$ cat config.mk
export PLATFORM = sky130hd
export DESIGN_NAME = mem_bridge
export DESIGN_NICKNAME = d
export VERILOG_FILES = /design/src/rtl/mem_bridge_pkg.sv /design/src/rtl/mem_lane_align.sv /design/src/rtl/mem_bridge.sv
export SDC_FILE = /design/constraint.sdc
export NUM_CORES = 1
export LEC_CHECK = 0
export ABC_CLOCK_PERIOD_IN_PS = 12500
export CAP_MARGIN = 20
export CORE_UTILIZATION = 54
export CTS_CLUSTER_SIZE = 24
export DETAILED_ROUTE_END_ITERATION = 10
export PLACE_DENSITY = 0.93
export SYNTH_ARGS = -nofsm -noshare
export SYNTH_HDL_FRONTEND = slang
export SYNTH_SLANG_ARGS = --single-unit
$ cat constraint.sdc
create_clock -name clock -period 12.5 [get_ports clock]
set_input_delay 3.75 -clock clock [delete_from_list [all_inputs] [get_ports clock]]
set_output_delay 3.75 -clock clock [all_outputs]
set_load 0.01 [all_outputs]
$ cat src/rtl/mem_bridge_pkg.sv
// Shared types and helpers for the core-to-RAM bridge.
// States, write-size codes and the byte-count decode used by the lane aligner.
package mem_bridge_pkg;

   typedef enum logic [2:0] {
      RD_LO,
      RD_HI,
      RD_FIN,
      READY,
      WR_LO,
      WR_HI
   } state_t;

   localparam logic [1:0] WS_BYTE = 2'b00;
   localparam logic [1:0] WS_HALF = 2'b01;
   localparam logic [1:0] WS_WORD = 2'b10;
   localparam logic [1:0] WS_RSVD = 2'b11;

   // Reserved size decodes to zero bytes, so it yields an empty write mask.
   function automatic logic [2:0] size_bytes(input logic [1:0] ws);
      case (ws)
         WS_BYTE: return 3'd1;
         WS_HALF: return 3'd2;
         WS_WORD: return 3'd4;
         default: return 3'd0;
      endcase
   endfunction

endpackage

$ cat src/rtl/mem_lane_align.sv
// Byte-lane steering between the core's byte-addressed view and two adjacent RAM words.
// Write side spreads data/mask over 8 lanes; read side extracts 4 bytes from {hi,lo}.
module mem_lane_align
   import mem_bridge_pkg::*;
(
   input  logic [1:0]  off,
   input  logic [1:0]  ws,
   input  logic [31:0] wr_data,
   input  logic [31:0] rd_lo,
   input  logic [31:0] rd_hi,
   output logic [7:0]  m8,
   output logic [63:0] d64,
   output logic [31:0] rd_data
);

   logic [7:0] base_mask;

   assign base_mask = (8'd1 << size_bytes(ws)) - 8'd1;
   assign m8        = base_mask << off;
   assign d64       = {32'b0, wr_data} << {off, 3'b000};
   assign rd_data   = 32'({rd_hi, rd_lo} >> {off, 3'b000});

endmodule

$ cat src/rtl/mem_bridge.sv
// Bridge from the core's byte-addressed stall bus to a 32-bit synchronous RAM with byte enables.
// Unaligned accesses that straddle a word are split into a lo-word and a hi-word RAM access.
module mem_bridge
   import mem_bridge_pkg::*;
#(
   parameter int ADDR_W = 8
) (
   input  logic              clock,
   input  logic              reset,
   input  logic [31:0]       core_a,
   output logic [31:0]       core_i,
   input  logic [31:0]       core_o,
   input  logic              core_w,
   input  logic [1:0]        core_ws,
   output logic              core_ce,
   output logic [ADDR_W-1:0] ram_addr,
   output logic [31:0]       ram_wdata,
   output logic [3:0]        ram_we,
   input  logic [31:0]       ram_rdata
);

   state_t              state, state_nx;
   logic [ADDR_W+1:0]   a_lat;
   logic [31:0]         lo, hi;
   logic [7:0]          m8_q;
   logic [63:0]         d64_q;
   logic [7:0]          m8;
   logic [63:0]         d64;
   logic [ADDR_W-1:0]   wa0, wa1;
   logic [1:0]          off;
   logic                unused_addr_bits;

   assign wa0 = a_lat[ADDR_W+1:2];
   assign wa1 = wa0 + ADDR_W'(1);
   assign off = a_lat[1:0];
   assign unused_addr_bits = ^core_a[31:ADDR_W+2];

   mem_lane_align u_align (
      .off     (off),
      .ws      (core_ws),
      .wr_data (core_o),
      .rd_lo   (lo),
      .rd_hi   (hi),
      .m8      (m8),
      .d64     (d64),
      .rd_data (core_i)
   );

   // NOTE: every register here is reset, including the data holding registers, so core_i reads 0 out of reset.
   always_ff @(posedge clock or posedge reset) begin
      if (reset) begin
         state <= RD_LO;
         a_lat <= '0;
         lo    <= '0;
         hi    <= '0;
         m8_q  <= '0;
         d64_q <= '0;
      end else begin
         // NOTE: non-blocking assignments so every register samples pre-edge values.
         state <= state_nx;
         if (state == RD_LO)  a_lat <= core_a[ADDR_W+1:0];
         if (state == RD_HI)  lo    <= ram_rdata;
         if (state == RD_FIN) hi    <= ram_rdata;
         if (state == READY) begin
            m8_q  <= m8;
            d64_q <= d64;
         end
      end
   end

   always_comb begin
      // NOTE: defaults first so no path leaves an output unassigned (no latches).
      state_nx  = state;
      ram_addr  = wa0;
      ram_wdata = d64_q[31:0];
      ram_we    = 4'b0000;
      core_ce   = 1'b0;
      case (state)
         // core_a is stable while stalled, so it addresses the lo word before a_lat catches up.
         RD_LO: begin
            ram_addr = core_a[ADDR_W+1:2];
            state_nx = RD_HI;
         end
         RD_HI: begin
            ram_addr = wa1;
            state_nx = (off != 2'b00) ? RD_FIN : READY;
         end
         RD_FIN: begin
            ram_addr = wa1;
            state_nx = READY;
         end
         READY: begin
            core_ce  = 1'b1;
            state_nx = (core_w && core_ws != WS_RSVD) ? WR_LO : RD_LO;
         end
         WR_LO: begin
            ram_we   = m8_q[3:0];
            state_nx = (m8_q[7:4] != 4'b0000) ? WR_HI : RD_LO;
         end
         WR_HI: begin
            ram_addr  = wa1;
            ram_wdata = d64_q[63:32];
            ram_we    = m8_q[7:4];
            state_nx  = RD_LO;
         end
         default: state_nx = RD_LO;
      endcase
   end

endmodule

==> results of run 1 <==
layer usage:
layer,share of wire [%],track usage (%),vias to the layer above
met3,5.5,5.03,45
met4,2.9,12.2,0
met5,0,0,-
met2,50,45.1,253
met1,41,37.9,2982
li1,-,-,2745
worst reg2reg max path, delay by kind of cell (launching register included):
kind,cells,cell delay (ns)
DFF,1,0.79
and+or+nand+nor,1,0.93
AOI/OAI and AO/OA,2,0.32
buffers and inverters,2,0.78
state kept, by name, summed over array words and instances, names as in the netlist:
| signal | count |
|---|---|
| a_lat | 10 |
| d64_q | 56 |
| hi | 24 |
| lo | 32 |
| m8_q | 8 |
| state | 3 |
final cells by class:
type | count | area [µm²]
Clock buffer | 23 | 478
Clock inverter | 9 | 125
Fill cell | 965 | 3740
Inverter | 12 | 47.5
Multi-Input combinational cell | 504 | 3770
Sequential cell | 133 | 3340
Tap cell | 176 | 220
Timing Repair Buffer | 163 | 1630
cell usage after synthesis (3+ instances only):
master | instances | share of area (%)
nand2_1 | 172 | 8.7
dfrtp_1 | 133 | 45
mux2_2 | 60 | 9.1
mux4_2 | 40 | 12
nor2_1 | 30 | 1.5
mux2i_1 | 29 | 3.9
o21ai_0 | 28 | 1.9
a21oi_1 | 27 | 1.8
buf_2 | 25 | 1.7
nand3_1 | 20 | 1.3
nor2b_1 | 14 | 1.2
clkbuf_1 | 11 | 0.55
inv_1 | 11 | 0.55
o31ai_1 | 11 | 1.1
and2_1 | 9 | 0.76
a22o_1 | 8 | 0.94
buf_4 | 7 | 0.71
buf_6 | 7 | 1.1
ha_1 | 7 | 1.2
nor3_1 | 7 | 0.47
a31oi_1 | 4 | 0.34
nand2b_1 | 4 | 0.34
a311oi_1 | 3 | 0.35
buf_1 | 3 | 0.15
report_power, final:
part / switching [mW] / internal [mW] / leakage [nW] / total [mW]
clock: 0.179 / 0.328 / 0.293 / 0.507
sequential: 0.219 / 0.639 / 1.65 / 0.858
combinational: 0.688 / 0.810 / 2.24 / 1.50
kinds of logic (layout without fill, tap and decap cells):
family | after synthesis | in the layout | synth area share, %
flip-flops | 133 | 133 | 44.7
AO/OA/AOI/OAI | 98 | 98 | 8.35
adder cells (fa/ha/maj) | 7 | 7 | 1.18
multiplexers | 131 | 131 | 25.4
buffers and inverters | 65 | 207 | 4.75
AND/OR/NAND/NOR | 268 | 268 | 15.7
final timing paths:
| path | end | slack, ns | cells after the start |
|---|---|---|---|
| max | ram_addr[0] | 3.42 | 6 |
| min | d64_q[25]$_DFFE_PP0P_ | 0.46 | 2 |
| max reg2reg | m8_q[6]$_DFFE_PP0P_ | 9.53 | 5 |
| min reg2reg | d64_q[25]$_DFFE_PP0P_ | 0.46 | 2 |
| max in group asynchronous | a_lat[0]$_DFFE_PP0N_ | 7.56 | 4 |
| min in group asynchronous | hi[4]$_DFFE_PP0P_ | 3.57 | 2 |
==> summary.txt, run 1 <==
Outcome
  • Status: finished clean

Route
  • DR DRC count: 0
  • DRT Pass-1 Iters: 4
  • DRT antenna net count: 0
  • Vias per inst: just under 6
  • WL/cell: ~19 µm
  • Drt initial violations: 520
  • Final WL: between 15 and 20 mm
  • Vias: about 6000

Yosys
  • Post-synth EDFFs: 0
  • Synthesis-stage register bit count: 133
  • Synth Area per Inst: roughly 11 µm²
  • Synth Net Count: 810
  • Cell Area, Synth: 7450 µm²
  • Async SR Flop Fraction: between 90% and 100%
  • Mapped Cells: ~700
  • Synth Flop Type: dfrtp_1
  • Synthesis Warnings: 0
  • Post-synthesis cell type count: 50
  • Sequential element share of the synthesized area: between 40% and 50%

STA
  • Skew final: between 0.004 and 0.005 ns
  • Unrepaired setup endpoints after global routing: no
  • Pins over their slew limit: 0
  • Fin. Hold Viols: 0
  • Crit path time final: a little over 9 ns
  • Least-Margin Pin Slew: 1.09 ns
  • Fin Hold WS: ~0.46 ns
  • Worst slew margin: 27.4%
  • Final period util: between 70% and 80%
  • Post-route worst setup slack: between 3 and 4 ns
  • Setup TNS: 0 ns
  • Final setup vio count: 0
  • Peak Freq: 110 MHz

Clock network
  • Hold buffer count at cts: 0
  • H-tree levels: 4
  • CTS buffer count: 17
  • # Post-CTS Setup Buffers: 0
  • CTS tree: built
  • Bufs on Longest Clock Path: 2
  • Post-CTS sizing: 0
  • CTS root buf: clkbuf_16
  • Clock transition at path regs: approximately 0.050 ns
  • CTS Sinks: between 100 and 150
  • Clk_lat worst skew: 0.41 ns

Die
  • # IOs: around 180
  • Starting Density: between 50% and 60%
  • Die Height: between 100 and 150 µm
  • Die width: approximately 120 µm
  • Number of cell rows: 42
  • Total die area: 14300 µm²
  • Core ar.: approximately 13000 µm²

Setup path
  • Crit path kind: input pin to primary output
  • CP peak stage delay: about 0.57 ns
  • Buffer and inverter count on the worst path: 2
  • Req. time, crit path: 8.75 ns
  • Crit path from: core_a[2]
  • Cell mode on critical path: clkdlybuf4s50_1
  • Cell chain of the critical path: clkdlybuf4s50_1 -> a21oi_1 -> mux2i_1 -> nor2_1 -> a311oi_1 -> clkdlybuf4s50_1
  • Slowest CP cell: clkdlybuf4s50_1
  • CP Max Fanout: 2
  • Worst Path Arrival: 5.33 ns
  • Startpoint Class: input pin
  • CP top delay family: buffers and inverters
  • Origin of the critical flop-to-flop path: a_lat[0]$_DFFE_PP0N_
  • CP endpoint kind: primary output

Placement
  • Dpl cells: a little under 1000
  • Placed cell areas: 8980 µm²
  • GP Congestion: about 0.86
  • Count of input and output buffers: roughly 160
  • Setup Slack @ Placement: 3.43 ns
  • HPWL Detailed: between 10 and 15 mm

Finish
  • Post-route cell area: roughly 9600 µm²
  • Number of antenna diodes: 0
  • Fin nets: ~940
  • Area grow syn2layout: 29.0%
  • Core Util, Final: 72.0%
  • Most frequent cells in the layout: 171 x nand2_1, 155 x clkdlybuf4s50_1, 131 x dfrtp_1, 60 x mux2_2, 40 x mux4_2
  • Layout cells sized above 1: 18.0%
  • Non-filler cells, final: between 1000 and 1500
  • Commonest non-fill, non-tap cell in the layout: nand2_1

Pwr
  • PwrDens: around 300 nW/µm²
  • Tot Pwr: about 2.9 mW
  • Worst vdd ir: approximately 220 µV
  • LEAKAGE: ~4.2 nW

Global route
  • Pin count of the biggest net entering global routing: between 100 and 150
  • Gr usage total: between 20% and 30%
  • Grt total ovfl: 0
  • Vias in the first global route: about 5900
  • Antenna violations before repair: 0
  • First-pass GRT wire length: 31.1 mm

Run
  • Max-Cap Viols: 0

Worst hold path
  • Hold crit path type: flip-flop to flip-flop
  • Worst min-delay path startpoint: d64_q[25]$_DFFE_PP0P_
(Power assumes the default switching activity.)
==> run 2, diff against run 1 <==
--- a/config.mk
+++ b/config.mk
@@ -5,12 +5,12 @@
 export SDC_FILE = /design/constraint.sdc
 export NUM_CORES = 1
 export LEC_CHECK = 0
-export ABC_CLOCK_PERIOD_IN_PS = 12500
+export ABC_CLOCK_PERIOD_IN_PS = 7400
 export CAP_MARGIN = 20
-export CORE_UTILIZATION = 54
+export CORE_UTILIZATION = 46
 export CTS_CLUSTER_SIZE = 24
 export DETAILED_ROUTE_END_ITERATION = 10
-export PLACE_DENSITY = 0.93
+export PLACE_DENSITY = 0.85
 export SYNTH_ARGS = -nofsm -noshare
 export SYNTH_HDL_FRONTEND = slang
 export SYNTH_SLANG_ARGS = --single-unit
==> constraint.sdc (replaced) <==
create_clock -name clock -period 7.4 [get_ports clock]
set_input_delay 2.22 -clock clock [delete_from_list [all_inputs] [get_ports clock]]
set_output_delay 2.22 -clock clock [all_outputs]
set_load 0.01 [all_outputs]
==> run 2 against run 1 <==
  * Critical path depth unchanged
  * Routed wire length down 3.7%
  * Hold slack worse by 0.0022 ns
  * Design area down 0.12%
  * First-iteration DRC count down 22%
  * Flip-flop and latch count unchanged
  * Sequential power up 74%
  * Sequential share of layout area about the same
  * Total power up 65%
  * Via count down 3.2%
==> summary.txt, run 2 (synthesized netlist as in run 1, its figures left out) <==
Outcome
  • Status: finished clean

Setup path
  • Buffer and inverter count on the worst path: 2 (unchanged)
  • Worst Path Arrival: 3.78 ns (-1.55 ns)
  • Levels on crit path: 6 (unchanged)
  • CP endpoint kind: primary output
  • CP top delay family: buffers and inverters
  • Crit path kind: input pin to primary output
  • CP Max Fanout: 2 (unchanged)
  • R2R depth: 3 (-2)
  • Cell chain of the critical path: clkdlybuf4s50_1 -> a21oi_1 -> mux2i_1 -> nor2_1 -> a311oi_1 -> clkdlybuf4s50_1
  • Slowest CP cell: clkdlybuf4s50_1
  • Startpoint Class: input pin
  • Req. time, crit path: 5.18 ns (-3.57 ns)
  • CP peak stage delay: 0.58 ns (about the same)
  • Cell mode on critical path: clkdlybuf4s50_1

Finish
  • Fin nets: 938 (-0.11%)
  • Area grow syn2layout: 28.8%
  • Top reg by flops: d64_q
  • Multi-input logic area: 3770 µm² (unchanged)
  • Most frequent cells in the layout: 171 x nand2_1, 155 x clkdlybuf4s50_1, 131 x dfrtp_1, 60 x mux2_2, 40 x mux4_2
  • Largest register FFs: 56 (unchanged)
  • Register area: 3340 µm² (unchanged)
  • Fill count: 1313 (+36%)
  • Number of antenna diodes: 0 (unchanged)
  • Top Registers: d64_q: 56 flops, lo: 32 flops, hi: 24 flops
  • Commonest non-fill, non-tap cell in the layout: nand2_1
  • Core Util, Final: 60.6% (-11 points)
  • Layout cells sized above 1: 17.7% (-0.31 points)

Clock network
  • Hold buffer count at cts: 0 (unchanged)
  • CTS Sinks: 133 (unchanged)
  • Clk_lat worst skew: 0.41 ns (about the same)
  • Post-CTS sizing: 0 (unchanged)
  • CTS root buf: clkbuf_16
  • Bufs on Longest Clock Path: 2 (unchanged)
  • CTS tree: built
  • H-tree levels: 4 (unchanged)
  • CTS buffer count: 17 (unchanged)
  • # Post-CTS Setup Buffers: 0 (unchanged)
  • Clock transition at path regs: 0.05 ns (about the same)

STA
  • Fin Hold WS: 0.461 ns (-0.00223 ns)
  • Pins over their slew limit: 0 (unchanged)
  • Fin. Hold Viols: 0 (unchanged)
  • Worst slew margin: 27.9% (+0.51 points)
  • Final setup vio count: 0 (unchanged)
  • Unrepaired setup endpoints after global routing: no
  • Setup TNS: 0 ns (unchanged)
  • Crit path time final: 6.00 ns
  • Final period util: about four fifths
  • Least-Margin Pin Slew: 1.08 ns (-0.00758 ns)
  • Peak Freq: about 170 MHz
  • Skew final: 0.00835 ns (+0.00388 ns)

Route
  • DRT antenna net count: 0 (unchanged)
  • Final WL: 18.7 mm (-3.7%)
  • Vias: 5832 (-3.2%)
  • DRT Pass-1 Iters: 5 (+1)
  • Drt initial violations: 408 (-22%)
  • Vias per inst: 5.51 (-6.7%)
  • WL/cell: 17.7 µm (-7.2%)
  • DR DRC count: 0 (unchanged)

Placement
  • Count of input and output buffers: 155 (unchanged)
  • HPWL Detailed: 12.4 mm (-2.5%)
  • GP Congestion: 0.815 (-4.8%)

Die
  • Total die area: 16700 µm² (+17%)
  • Die Height: 129 µm (+8.2%)
  • Die width: 129 µm (+8.2%)
  • Core ar.: 15800 µm² (+19%)
  • Starting Density: 47.1% (-8.7 points)
  • Number of cell rows: 46 (+9.5%)
  • # IOs: 178 (unchanged)

Run
  • Max-Cap Viols: 0 (unchanged)

Worst hold path
  • Hold path depth: 2 (unchanged)
  • Hold crit path type: flip-flop to flip-flop

Pwr
  • Worst vdd ir: 281 µV (+27%)
  • PwrDens: 494 nW/µm² (+66%)
  • LEAKAGE: 4.16 nW (-0.75%)

Global route
  • Antenna violations before repair: 0 (unchanged)
  • Pin count of the biggest net entering global routing: 101 (-0.98%)
  • Gr usage total: 23.1% (-5.1 points)
  • Vias in the first global route: 5789 (-2.0%)
  • First-pass GRT wire length: 29.8 mm (-4.2%)
  • Grt total ovfl: 0 (unchanged)
run 2: cell count changes in the layout (fill, tap and decap cells not counted):
| cell | delta |
|---|---|
| bufinv_16 | -1 |
| buf_4 | -1 |
| clkbuf_8 | -3 |
| clkbuf_1 | +1 |
| clkinv_4 | +1 |
| clkinv_2 | +1 |
run 2: layer usage:
metal | track usage, % | up-vias | routed length (µm)
li1 | - | 2736 | -
met1 | 30.3 | 2923 | 7970
met5 | 0 | - | 0
met4 | 7.61 | 0 | 231
met3 | 5.53 | 17 | 1060
met2 | 37.8 | 156 | 9460
run 2: report_power, final:
group          switching [mW]  leakage, nW  total, mW  internal [mW]
combinational            1.09         2.24       2.45           1.37
sequential              0.410         1.65       1.49           1.08
clock                   0.304        0.266      0.795          0.491
run 2: worst paths after layout:
| kind | startpoint | end | slack, ns |
|---|---|---|---|
| max in group asynchronous | reset | lo[20]$_DFFE_PP0P_ | 4.05 |
| min | d64_q[30]$_DFFE_PP0P_ | d64_q[30]$_DFFE_PP0P_ | 0.46 |
| min in group asynchronous | reset | a_lat[8]$_DFFE_PP0N_ | 2.08 |
| max reg2reg | state[0]$_DFF_PP0_ | state[1]$_DFF_PP0_ | 4.93 |
| max | core_a[2] | ram_addr[0] | 1.40 |
| min reg2reg | d64_q[30]$_DFFE_PP0P_ | d64_q[30]$_DFFE_PP0P_ | 0.46 |
run 2: worst register-to-register path, delay by kind of cell (launching register included):
family                 cells  cell delay (ns)
DFF                        1             0.87
buffers and inverters      1             0.35
AOI/OAI and AO/OA          1             0.20
and+or+nand+nor            1             0.87
run 2: metrics by stage:
stage	cells	worst slack, ns	instance area, µm²	power (mW)
after floorplan	702	1.63	7450	3.00
after global placement	1026	1.41	9020	3.87
after detailed placement	1026	1.39	9020	3.94
after CTS	1057	1.39	9570	4.76
after global routing	1058	1.28	9600	5.03
final	1058	1.40	9600	4.74
run 2: layout make-up:
class | instances | area share [%]
clock inverters | 10 | 1.13
well taps | 216 | 2.82
inverters | 12 | 0.496
clock buffers | 21 | 4.59
flip-flops and latches | 133 | 34.8
multi-input cells | 504 | 39.3
repair buffers | 162 | 16.9
==> run 3, diff against run 2 <==
--- a/config.mk
+++ b/config.mk
@@ -5,12 +5,12 @@
 export SDC_FILE = /design/constraint.sdc
 export NUM_CORES = 1
 export LEC_CHECK = 0
-export ABC_CLOCK_PERIOD_IN_PS = 7400
+export ABC_CLOCK_PERIOD_IN_PS = 6000
 export CAP_MARGIN = 20
-export CORE_UTILIZATION = 46
+export CORE_UTILIZATION = 51
 export CTS_CLUSTER_SIZE = 24
 export DETAILED_ROUTE_END_ITERATION = 10
-export PLACE_DENSITY = 0.85
+export PLACE_DENSITY = 0.89
 export SYNTH_ARGS = -nofsm -noshare
 export SYNTH_HDL_FRONTEND = slang
 export SYNTH_SLANG_ARGS = --single-unit
==> constraint.sdc (replaced) <==
create_clock -name clock -period 6 [get_ports clock]
set_input_delay 1.8 -clock clock [delete_from_list [all_inputs] [get_ports clock]]
set_output_delay 1.8 -clock clock [all_outputs]
set_load 0.01 [all_outputs]
==> run 3 against run 2 <==
  * Clock power increased by 27%
  * Hold slack improved by 0.0014 ns
  * Die area decreased by 9.7%
  * Clock skew decreased by 0.0033 ns
  * Routed wire length decreased by 1.1%
  * Combinational power increased by 27%
  * Flip-flop and latch count unchanged
  * Critical endpoint unchanged
  * Largest cell class unchanged
==> summary.txt, run 3 (synthesized netlist as in run 1, its figures left out) <==
Clock network
  • Clk_lat worst skew: 0.42 ns (about the same)
  • Bufs on Longest Clock Path: 2 (unchanged)
  • CTS buffer count: 17 (unchanged)
  • CTS root buf: clkbuf_16
  • CTS Sinks: 133 (unchanged)
  • CTS tree: built
  • H-tree levels: 4 (unchanged)
  • # Post-CTS Setup Buffers: 0 (unchanged)
  • Clock transition at path regs: 0.05 ns (about the same)
  • Post-CTS sizing: 0 (unchanged)
  • Hold buffer count at cts: 0 (unchanged)

Setup path
  • CP peak stage delay: 0.58 ns (about the same)
  • CP Max Fanout: 2 (unchanged)
  • Reg2Reg Setup Slack: 2.96 ns (-1.97 ns)
  • Crit path kind: input pin to primary output
  • FF-to-FF End: m8_q[6]$_DFFE_PP0P_
  • R2R depth: 5 (+2)
  • Origin of the critical flop-to-flop path: a_lat[0]$_DFFE_PP0N_
  • Req. time, crit path: 4.20 ns (-0.98 ns)
  • Startpoint Class: input pin
  • Cell mode on critical path: clkdlybuf4s50_1
  • Cell chain of the critical path: clkdlybuf4s50_1 -> a21oi_1 -> mux2i_1 -> nor2_1 -> a311oi_1 -> clkdlybuf4s50_1
  • Worst Path Arrival: 3.36 ns (-0.42 ns)
  • Slowest CP cell: clkdlybuf4s50_1
  • CP endpoint kind: primary output

Global route
  • Most used routing layer: met2
  • Vias in the first global route: 5867 (+1.3%)
  • Gr usage total: 26.3% (+3.2 points)
  • Antenna violations before repair: 1 (+1)
  • GR Util met2: 40.8% (+2.9 points)
  • Grt total ovfl: 0 (unchanged)
  • Pin count of the biggest net entering global routing: 101 (unchanged)
  • First-pass GRT wire length: 30.0 mm (+0.90%)
  • Met1 usage: 35.7% (+5.4 points)
  • GR Layer Usage met3: 4.69% (-0.84 points)

Finish
  • Non-filler cells, final: 1024 (-3.2%)
  • Layout cells sized above 1: 18.0% (+0.33 points)
  • Register area: 3340 µm² (unchanged)
  • Post-route cell area: 9580 µm² (-0.16%)
  • Largest register FFs: 56 (unchanged)
  • Fill count: 1045 (-20%)
  • Top reg by flops: d64_q
  • Top Registers: d64_q: 56 flops, lo: 32 flops, hi: 24 flops
  • Fin nets: 939 (+0.11%)
  • Area grow syn2layout: 28.6%
  • Most frequent cells in the layout: 171 x nand2_1, 155 x clkdlybuf4s50_1, 131 x dfrtp_1, 60 x mux2_2, 40 x mux4_2
  • Commonest non-fill, non-tap cell in the layout: nand2_1
  • Multi-input logic area: 3770 µm² (unchanged)

STA
  • Final period util: 86.0%
  • Pins over their slew limit: 0 (unchanged)
  • Worst slew margin: 30.4% (+2.5 points)
  • Least-Margin Pin Slew: 1.04 ns (-0.0365 ns)
  • Crit path time final: just over 5 ns
  • Post-route worst setup slack: 0.838 ns (-0.565 ns)
  • Skew final: 0.00505 ns (-0.00331 ns)
  • Peak Freq: between 150 and 200 MHz
  • Final setup vio count: 0 (unchanged)
  • Unrepaired setup endpoints after global routing: no
  • Setup TNS: 0 ns (unchanged)
  • Fin. Hold Viols: 0 (unchanged)

Pwr
  • Tot Pwr: 5.88 mW (+24%)
  • PwrDens: 614 nW/µm² (+24%)
  • LEAKAGE: 4.17 nW (+0.30%)
  • Worst vdd ir: 388 µV (+38%)

Die
  • Total die area: 15100 µm² (-9.7%)
  • # IOs: 178 (unchanged)
  • Die width: 123 µm (-5.0%)
  • Number of cell rows: 43 (-6.5%)
  • Core ar.: 14000 µm² (-11%)
  • Die Height: 123 µm (-5.0%)
  • Starting Density: 53.0% (+6.0 points)

Route
  • Vias: 5946 (+2.0%)
  • Drt initial violations: 511 (+25%)
  • WL/cell: 18.1 µm (+2.2%)
  • DRT Pass-1 Iters: 5 (unchanged)
  • DRT antenna net count: 0 (unchanged)
  • Vias per inst: 5.81 (+5.3%)
  • Final WL: 18.5 mm (-1.1%)
  • DR DRC count: 0 (unchanged)

Placement
  • Setup Slack @ Placement: 0.841 ns (-0.553 ns)
  • Placed cell areas: 9000 µm² (-0.19%)
  • Dpl cells: 992 (-3.3%)
  • Count of input and output buffers: 155 (unchanged)
  • GP Congestion: 0.849 (+4.1%)
  • HPWL Detailed: 12.3 mm (-0.55%)

Worst hold path
  • Hold endpoint: d64_q[4]$_DFFE_PP0P_
  • Worst min-delay path startpoint: d64_q[4]$_DFFE_PP0P_
  • Hold crit path type: flip-flop to flip-flop
  • Hold path depth: 2 (unchanged)

Run
  • Max-Cap Viols: 0 (unchanged)

Outcome
  • Status: finished clean
run 3: critical path, delay by kind of cell:
| kind | cells | cell delay, ns |
|---|---|---|
| buf+inv | 2 | 1.06 |
| compound gates | 2 | 0.31 |
| simple gates | 1 | 0.05 |
| mux | 1 | 0.14 |
run 3: metrics by stage:
| step | utilization, % | hold slack [ns] |
|---|---|---|
| final | 68.2 | 0.462 |
| after global routing | 68.2 | 0.488 |
| after CTS | 68.2 | 0.463 |
| after detailed placement | 64.1 | 0.452 |
| after global placement | 64.1 | 0.443 |
| after floorplan | - | 0.433 |
run 3: worst max path at each step:
stage / slack, ns / to / startpoint
finish: 0.84 / ram_addr[0] / core_a[2]
global route: 0.77 / ram_addr[0] / core_a[2]
CTS: 0.83 / ram_addr[0] / core_a[2]
detailed placement: 0.84 / ram_addr[0] / core_a[2]
global placement: 0.86 / ram_addr[0] / core_a[2]
floorplan: 0.65 / a_lat[0]$_DFFE_PP0N_ / reset
run 3: final cells by class:
| type | count | share of cell area [%] |
|---|---|---|
| clock buffer | 22 | 4.95 |
| inverter | 12 | 0.496 |
| clock inverter | 9 | 1.07 |
| multi-input combinational | 504 | 39.3 |
| antenna | 1 | 0.0261 |
| tap | 180 | 2.35 |
| timing repair buffer | 163 | 17.0 |
| sequential | 133 | 34.8 |
run 3: where the power goes:
group	switching (mW)	total [mW]	internal [mW]
combinational	1.41	3.10	1.69
sequential	0.437	1.77	1.33
clock	0.375	1.01	0.638
run 3: metal layers:
metal	share of wire [%]	routed length, µm
met3	6.0	1110
met1	42	7830
met4	3.0	554
met5	0	0
met2	49	9030
